===== src/rtl/adc_spi_pkg.sv =====
// adc_spi_pkg: shared types and constants for the ADC SPI responder.
//   state_t      - responder frame FSM states
//   CFG_*        - bit positions of the fields in the captured config word
//   DATA_W_DEF / CFG_W_DEF - default sample and config widths
package adc_spi_pkg;

  localparam int unsigned DATA_W_DEF = 12;
  localparam int unsigned CFG_W_DEF  = 6;

  // Config word layout: {sgl, ch[2:0], uni, slp}
  localparam int unsigned CFG_SGL   = 5;
  localparam int unsigned CFG_CH_HI = 4;
  localparam int unsigned CFG_CH_LO = 2;
  localparam int unsigned CFG_UNI   = 1;
  localparam int unsigned CFG_SLP   = 0;

  typedef enum logic [1:0] {
    IDLE,
    SHIFT,
    HOLD
  } state_t;

endpackage


===== src/rtl/sync_edge.sv =====
// sync_edge: multi-flop synchronizer for one asynchronous pin, with
// single-cycle rise/fall pulses derived from the last two sync stages.
//   clk, reset - system clock, asynchronous active-high reset
//   pin        - asynchronous input
//   level      - synchronized level (last stage)
//   rise, fall - one-cycle edge pulses
module sync_edge #(
  parameter int unsigned SYNC_STAGES = 2
) (
  input  logic clk,
  input  logic reset,
  input  logic pin,
  output logic level,
  output logic rise,
  output logic fall
);

  logic [SYNC_STAGES-1:0] stages;

  always_ff @(posedge clk or posedge reset) begin
    if (reset) begin
      stages <= '0;
    end else begin
      stages <= {stages[SYNC_STAGES-2:0], pin};
    end
  end

  assign level = stages[SYNC_STAGES-1];
  assign rise  = stages[SYNC_STAGES-2] & ~stages[SYNC_STAGES-1];
  assign fall  = ~stages[SYNC_STAGES-2] & stages[SYNC_STAGES-1];

endmodule


===== src/rtl/adc_spi_responder.sv =====
// adc_spi_responder: SPI responder model of an LTC2308-style ADC.
//   clk, reset              - system clock (>= 8x ADC_SCLK), async active-high reset
//   ADC_CS_N/SCLK/DIN       - frame select, serial clock, config bits from master
//   ADC_DOUT                - sample bits to master, MSB first
//   sample_data             - sample for the current frame, latched at frame start
//   sample_ch               - channel chosen by the previous complete frame
//   cfg_word                - last complete config word {sgl, ch, uni, slp}
//   frame_done/frame_abort  - one-cycle pulses on frame completion / early CS_N rise
//   frame_count             - completed-frame counter (wraps)
module adc_spi_responder
  import adc_spi_pkg::*;
#(
  parameter int unsigned DATA_W      = DATA_W_DEF,
  parameter int unsigned CFG_W       = CFG_W_DEF,
  parameter int unsigned SYNC_STAGES = 2
) (
  input  logic              clk,
  input  logic              reset,
  input  logic              ADC_CS_N,
  input  logic              ADC_SCLK,
  input  logic              ADC_DIN,
  output logic              ADC_DOUT,
  input  logic [DATA_W-1:0] sample_data,
  output logic [2:0]        sample_ch,
  output logic [CFG_W-1:0]  cfg_word,
  output logic              frame_done,
  output logic              frame_abort,
  output logic [15:0]       frame_count
);

  localparam int unsigned CNT_W = $clog2(DATA_W + 1);
  localparam logic [CNT_W-1:0] CFG_BITS = CNT_W'(CFG_W);
  localparam logic [CNT_W-1:0] LAST_BIT = CNT_W'(DATA_W - 1);

  logic cs_level, cs_rise, cs_fall;
  logic sclk_level, sclk_rise, sclk_fall;
  logic din_level, din_rise, din_fall;
  logic unused_edges;

  sync_edge #(.SYNC_STAGES(SYNC_STAGES)) u_sync_cs (
    .clk(clk), .reset(reset), .pin(ADC_CS_N),
    .level(cs_level), .rise(cs_rise), .fall(cs_fall)
  );

  sync_edge #(.SYNC_STAGES(SYNC_STAGES)) u_sync_sclk (
    .clk(clk), .reset(reset), .pin(ADC_SCLK),
    .level(sclk_level), .rise(sclk_rise), .fall(sclk_fall)
  );

  sync_edge #(.SYNC_STAGES(SYNC_STAGES)) u_sync_din (
    .clk(clk), .reset(reset), .pin(ADC_DIN),
    .level(din_level), .rise(din_rise), .fall(din_fall)
  );

  assign unused_edges = ^{cs_level, sclk_level, din_rise, din_fall};

  state_t             state;
  // The MSB goes straight to ADC_DOUT at frame start, so the shifter only
  // holds the remaining DATA_W-1 bits.
  logic [DATA_W-2:0]  tx_sr;
  logic [CFG_W-1:0]   cfg_sr;
  logic [CNT_W-1:0]   bit_cnt;

  always_ff @(posedge clk or posedge reset) begin
    if (reset) begin
      state       <= IDLE;
      tx_sr       <= '0;
      cfg_sr      <= '0;
      bit_cnt     <= '0;
      ADC_DOUT    <= 1'b0;
      sample_ch   <= '0;
      cfg_word    <= '0;
      frame_done  <= 1'b0;
      frame_abort <= 1'b0;
      frame_count <= '0;
    end else begin
      frame_done  <= 1'b0;
      frame_abort <= 1'b0;
      case (state)
        IDLE: begin
          ADC_DOUT <= 1'b0;
          if (cs_fall) begin
            tx_sr    <= sample_data[DATA_W-2:0];
            bit_cnt  <= '0;
            ADC_DOUT <= sample_data[DATA_W-1];
            state    <= SHIFT;
          end
        end
        SHIFT: begin
          // CS_N edges take priority; a coincident SCLK edge is dropped.
          if (cs_rise) begin
            frame_abort <= 1'b1;
            ADC_DOUT    <= 1'b0;
            state       <= IDLE;
          end else if (sclk_rise) begin
            bit_cnt <= bit_cnt + 1'b1;
            if (bit_cnt < CFG_BITS) begin
              cfg_sr <= {cfg_sr[CFG_W-2:0], din_level};
            end
            if (bit_cnt == LAST_BIT) begin
              ADC_DOUT <= 1'b0;
              state    <= HOLD;
            end
          end else if (sclk_fall) begin
            ADC_DOUT <= tx_sr[DATA_W-2];
            tx_sr    <= {tx_sr[DATA_W-3:0], 1'b0};
          end
        end
        HOLD: begin
          ADC_DOUT <= 1'b0;
          if (cs_rise) begin
            frame_done  <= 1'b1;
            frame_count <= frame_count + 16'd1;
            cfg_word    <= cfg_sr;
            sample_ch   <= cfg_sr[CFG_CH_HI:CFG_CH_LO];
            state       <= IDLE;
          end
        end
        default: state <= IDLE;
      endcase
    end
  end

endmodule


===== config.mk =====
export PLATFORM = sky130hd
export DESIGN_NAME = adc_spi_responder
export DESIGN_NICKNAME = d
export VERILOG_FILES = /design/src/rtl/adc_spi_pkg.sv /design/src/rtl/sync_edge.sv /design/src/rtl/adc_spi_responder.sv
export SDC_FILE = /design/constraint.sdc
export NUM_CORES = 1
export LEC_CHECK = 0
export ABC_AREA = 0
export BUFFER_PORTS_ARGS = -buffer_cell sky130_fd_sc_hd__buf_2
export CORE_MARGIN = 2
export CORE_UTILIZATION = 50
export CTS_BUF_LIST = sky130_fd_sc_hd__clkbuf_16
export CTS_CLUSTER_SIZE = 30
export DETAILED_ROUTE_END_ITERATION = 10
export GPL_ROUTABILITY_DRIVEN = 0
export PLACE_DENSITY = 0.82
export SYNTH_ARGS = -nofsm -noshare
export SYNTH_HDL_FRONTEND = slang
export SYNTH_SLANG_ARGS = --single-unit

===== constraint.sdc =====
create_clock -name clk -period 1.6 [get_ports clk]
set_input_delay 0.08 -clock clk [delete_from_list [all_inputs] [get_ports clk]]
set_output_delay 0.08 -clock clk [all_outputs]
set_load 0.02 [all_outputs]

---- Word-level counts from Yosys, hierarchy flattened ----
Index checks and enable logic that the tools add are counted.
cells by class
  add/subtract/negate cells ............... 2
  order comparisons ....................... 1
  eq/ne operators ......................... 13
  multiplexer cells ....................... 24
  bitwise gates (word level) .............. 9
  reductions and logical operators ........ 9
operators with widths
  kind                                                 count
  two-way mux 11 bit                                   4
  case mux 11 bit (2 select lines)                     1
  adder 16 x 1 -> 16 bit, second input constant        1
  two-way mux 4 bit                                    3
  inequality test 2 bit, second input constant         6
  AND reduction 4 bit                                  3
  two-way mux 2 bit                                    5
  two-way mux 1 bit                                    8
  inequality test 4 bit, second input constant         2
  case mux 4 bit (2 select lines)                      1
  inequality test 3 bit, second input constant         2
  case mux 2 bit (3 select lines)                      1
  inverter 1 bit                                       5
  AND reduction 5 bit                                  1
  adder 4 x 1 -> 4 bit, second input constant          1
  AND 1 bit                                            4
  equality test 4 bit, second input constant           1
  < comparator 4 x 3 -> 1 bit, second input constant   1
  case mux 1 bit (3 select lines)                      1
  AND reduction 3 bit                                  1
  nonzero test 3 bit                                   1
  equality test 2 x 1 -> 1 bit, second input constant  1
  equality test 2 bit, second input constant           1
  logical NOT 2 bit                                    1
  2 further kinds                                      2
storage, ports and cells
  flip-flop bits (word level) ............. 57
  bits of input ports ..................... 17
  output and inout port bits .............. 28
  word-level logic and storage cells ...... 71

---- Logic depth before layout (Yosys ltp) ----
  word-level depth ........................ 6
  gate-level depth with buffers ........... 8
  mapped depth without buffers ............ 6

---- Cells and area by module ----
Synthesis repeated with hierarchy kept, for this count alone.
second synthesis, totals
  cells, all modules ...................... 209
  area, all modules ....................... 2511.2 um^2
by module, submodules not included
  module             instances  cells an instance  area an instance (um^2)  sequential area each (um^2)
  adc_spi_responder  1          194                2304.7                   1201.2
  sync_edge          3          5                  68.8                     50.0

---- Worst setup path after synthesis ----
Ideal clock, no wire load.
  path kind ............................... reg-to-reg
  start point ............................. register state[0]
  end point ............................... register tx_sr[0]
  data arrival time ....................... 1.667 ns
  data required time ...................... 1.475 ns
  path slack .............................. -0.192 ns
  stages on the path, launching flop included .. 8
  path buffers ............................ 2
  path through ............................ dfrtp_1 -> ha_1 -> buf_6 -> and3b_4 -> a21oi_4 -> o2111ai_2 -> buf_6 -> mux2_4
between the ends
  cells in the longest elaborated chain, start to end .. 3
  elaborated cells between the ends (all ways) .. 9
RTL lines
  what                                                                   RTL line                  RTL
  start: declaration                                                     adc_spi_responder.sv:57   state_t state;
  start signal: assignment                                               adc_spi_responder.sv:66   state <= IDLE;
  start signal: assignment                                               adc_spi_responder.sv:86   state <= SHIFT;
  start signal: assignment                                               adc_spi_responder.sv:94   state <= IDLE;
  equality test 2 x 1 -> 1 bit or logical NOT 2 bit (tied branches)      adc_spi_responder.sv:79   case (state)
  inequality test 2 bit (no line) or nonzero test 2 bit (tied branches)  n/a
  AND reduction 5 bit (no line)                                          n/a
  end signal: assignment                                                 adc_spi_responder.sv:83   tx_sr <= sample_data[DATA_W-2:0];
  end signal: assignment                                                 adc_spi_responder.sv:106  tx_sr <= {tx_sr[DATA_W-3:0], 1'b0};
  end: declaration                                                       adc_spi_responder.sv:60   logic [DATA_W-2:0] tx_sr;
Several ways; a longest one is shown, not always the timed one.
A chain may end at the register's enable or synchronous reset.

---- Final worst setup path ----
  start point ............................. register state[0]
  end point ............................... register tx_sr[3]
Same word-level chain as after synthesis.

==> results.txt <==
Failing checks: setup timing
Setup repair after global routing missed its margin: true
GR Util All Layers: 19.1%
Largest net degree at the start of global routing: 35
Initial DRC Count: 61
First-pass DRT Iterations: 4
P&R area growth vs syn: 36.2%
DP Area: 2990 µm²
Reg2Reg Setup Slack: -140 ps
Crit path depth: 6
Std cell rows: 25
CP max-delay cell: dfrtp_2
Launch point of the worst reg-to-reg path: state[0]
Antenna viol nets, final: 0
Max Root-Sink Buffers: 2
Worst-skew pair later-pin latency: 290 ps
Worst stage delay on the critical path: 460 ps
IO Port Bufs: 44
Layout cells sized above 1: 50.5%
Die height: 75.3 µm
Worst Reg-to-Reg Cells: 6
Post-DP HPWL: 3360 µm
RR Endpoint: tx_sr[3]
Netlist cell types: 39
CTS buffer count: 5
End of the critical path: tx_sr[3]
Crit path cell chain: ha_4, and3b_4, a21oi_4, o2111ai_2, buf_12, mux2_4
Critical path endpoint category: flip-flop
CP Data Arrival Time: 1920 ps
Initial antenna violation count: 0
Total of max-cap violations: 0
Number of fill cells in the layout: 348
Clock Sinks: 54
CP top delay family: flip-flops
CTS tree: done
Max-slew violations: 0
Post-synth EDFFs: 0
Flops & latches, synth: 54
Commonest non-fill, non-tap cell in the layout: dfrtp_1
Post-Route WL: 5300 µm
HP Class: primary input to flip-flop
TNS Setup: -2250 ps
Critical Path RT: 1770 ps
H-tree depth: 2
Synth warn: 0
Max VDD drop: 1010 µV
Post-route DRC: 0
Via count: 1872
Outcome: finished, violations left
Fin Clk Skew: 6.26 ps
Max Clk Rate: 574 MHz
Fin. Hold Viols: 0
Drt wl/cell: 14.8 µm
Die area: 5670 µm²
P_leak: 1.79 nW
Crit Path Max Fanout: 11
Nets: 314
Endpoints failing setup: 26
Fin worst setup slack: -143 ps
Commonest non-fill, non-tap cells in the layout: dfrtp_1, buf_2, buf_4
Actual slew at the worst max-slew pin: 448 ps
CP Buf/Inv Count: 1
# IOs: 45
CTS root buffer: clkbuf_16
Detailed-route vias per instance: 5.23
Congestion Overflow GR: 0
Syn_nets: 230
Cell Pwr Density: 1380 nW/µm²
Global-route wire length before repair: 8110 µm
Syn Std Cell Area: 2540 µm²
Fin area: 3460 µm²
Core Region: 4820 µm²
CP Class: flip-flop to flip-flop
Die Wd: 75.3 µm
Minimum clock period: 1740 ps
Relative slew margins: 70.1%
Main synth FF type: dfrtp_1
Initial Util: 52.8%
Worst setup path startpoint: state[0]
Vias in the first global route: 1816
Asr flop ratio synth: 100%
Post-synthesis sequential area ratio: 53.2%
Final worst-path cycle share: 109%
Clock-pin slew on the worst setup and hold paths: 60 ps
Crit path launch type: flip-flop
Antenna diodes: 0
Mapped Cells: 206
Syn_area_per_cell: 12.3 µm²
-- how the worst min path moves through the flow --
stage	start	end	slack, ps	depth (start not counted)
after floorplan	ADC_CS_N	u_sync_cs.stages[0]	110	0
after global placement	reset	frame_count[13]	110	2
after detailed placement	reset	frame_count[13]	110	2
after CTS	sample_data[2]	tx_sr[2]	140	3
after global routing	sample_data[0]	tx_sr[0]	140	3
final	sample_data[0]	tx_sr[0]	150	3
-- per-layer routing --
layer  share of wire [%]  track usage, %
met1                  41            22.3
met4                 1.8            7.80
met2                  53            33.5
met3                 4.0            4.76
met5                   0               0
-- registers in the layout (all words and copies together), names as in the netlist --
signal	count
u_sync_sclk.stages	2
u_sync_din.stages	2
state	2
bit_cnt	4
frame_count	16
cfg_word	4
sample_ch	2
u_sync_cs.stages	2
frame_done	1
tx_sr	11
cfg_sr	6
ADC_DOUT	1
frame_abort	1
-- cell type report --
class | count | area (µm²) | area share, %
Multi-Input combinational cell | 138 | 1260 | 36.5
Clock inverter | 3 | 16.3 | 0.470
Tap cell | 67 | 83.8 | 2.42
Inverter | 6 | 25.0 | 0.723
Sequential cell | 54 | 1350 | 39.1
Timing Repair Buffer | 85 | 594 | 17.2
Clock buffer | 5 | 125 | 3.62
-- logic make-up after synthesis --
family                     Yosys count  synth area share (%)
adders and majority gates            7                  3.45
buffers and inverters               14                  3.50
muxes                               31                  15.2
and+or+nand+nor                     64                  13.4
xor gates and xnor gates            15                  5.17
AOI/OAI and AO/OA                   21                  6.11
DFF                                 54                  53.2
-- repair_timing --
action	CTS	global route
gates resized for setup	10	30
setup endpoints to repair	43	40
hold buffers	4	0
endpoints found under the hold margin	23	0
pin swaps	8	17
setup buffers	10	5
-- Yosys cell counts (2+ instances only) --
master,number,area share [%]
xnor2_1,10,3.4
a21oi_1,4,0.79
or2_2,2,0.49
buf_4,3,0.89
inv_1,5,0.74
nor2_1,5,0.74
and4_1,3,1.0
o21ai_0,5,0.98
xor2_1,5,1.7
buf_2,2,0.39
mux2_4,10,5.9
mux2_2,20,8.9
dfrtp_1,54,53
ha_1,7,3.4
a22o_1,3,1.0
nand3_1,7,1.4
o22ai_1,2,0.49
nand2_1,30,4.4
nor2b_1,2,0.49
nand2b_1,4,0.98
buf_6,3,1.3
nand4_1,2,0.49
nand3b_1,2,0.59
-- report_power, final --
| group | internal, mW | switching, mW |
|---|---|---|
| sequential | 1.66 | 0.203 |
| combinational | 1.16 | 0.709 |
| clock | 0.572 | 0.460 |
-- per-stage QoR --
stage          instances  utilization [%]  power [mW]  hold WS [ps]  setup slack [ps]
6_report             358             71.8        4.76           145              -143
5_1_grt              358             71.8        5.02           138              -191
4_1_cts              354             68.5        4.60           144              -145
3_5_place_dp         332             62.1        3.43           113              -169
3_3_place_gp         332             62.1        3.35           111              -116
2_1_floorplan        206                -        3.00           111              -157
-- worst register-to-register path, delay by kind of cell (launching register included) --
kind / cells / cell delay [ps]
and+or+nand+nor: 1 / 210
buffers and inverters: 1 / 190
AOI/OAI and AO/OA: 2 / 280
DFF: 1 / 460
adders and majority gates: 1 / 190
muxes: 1 / 290
Note: power is estimated with default switching activity, not from simulation.
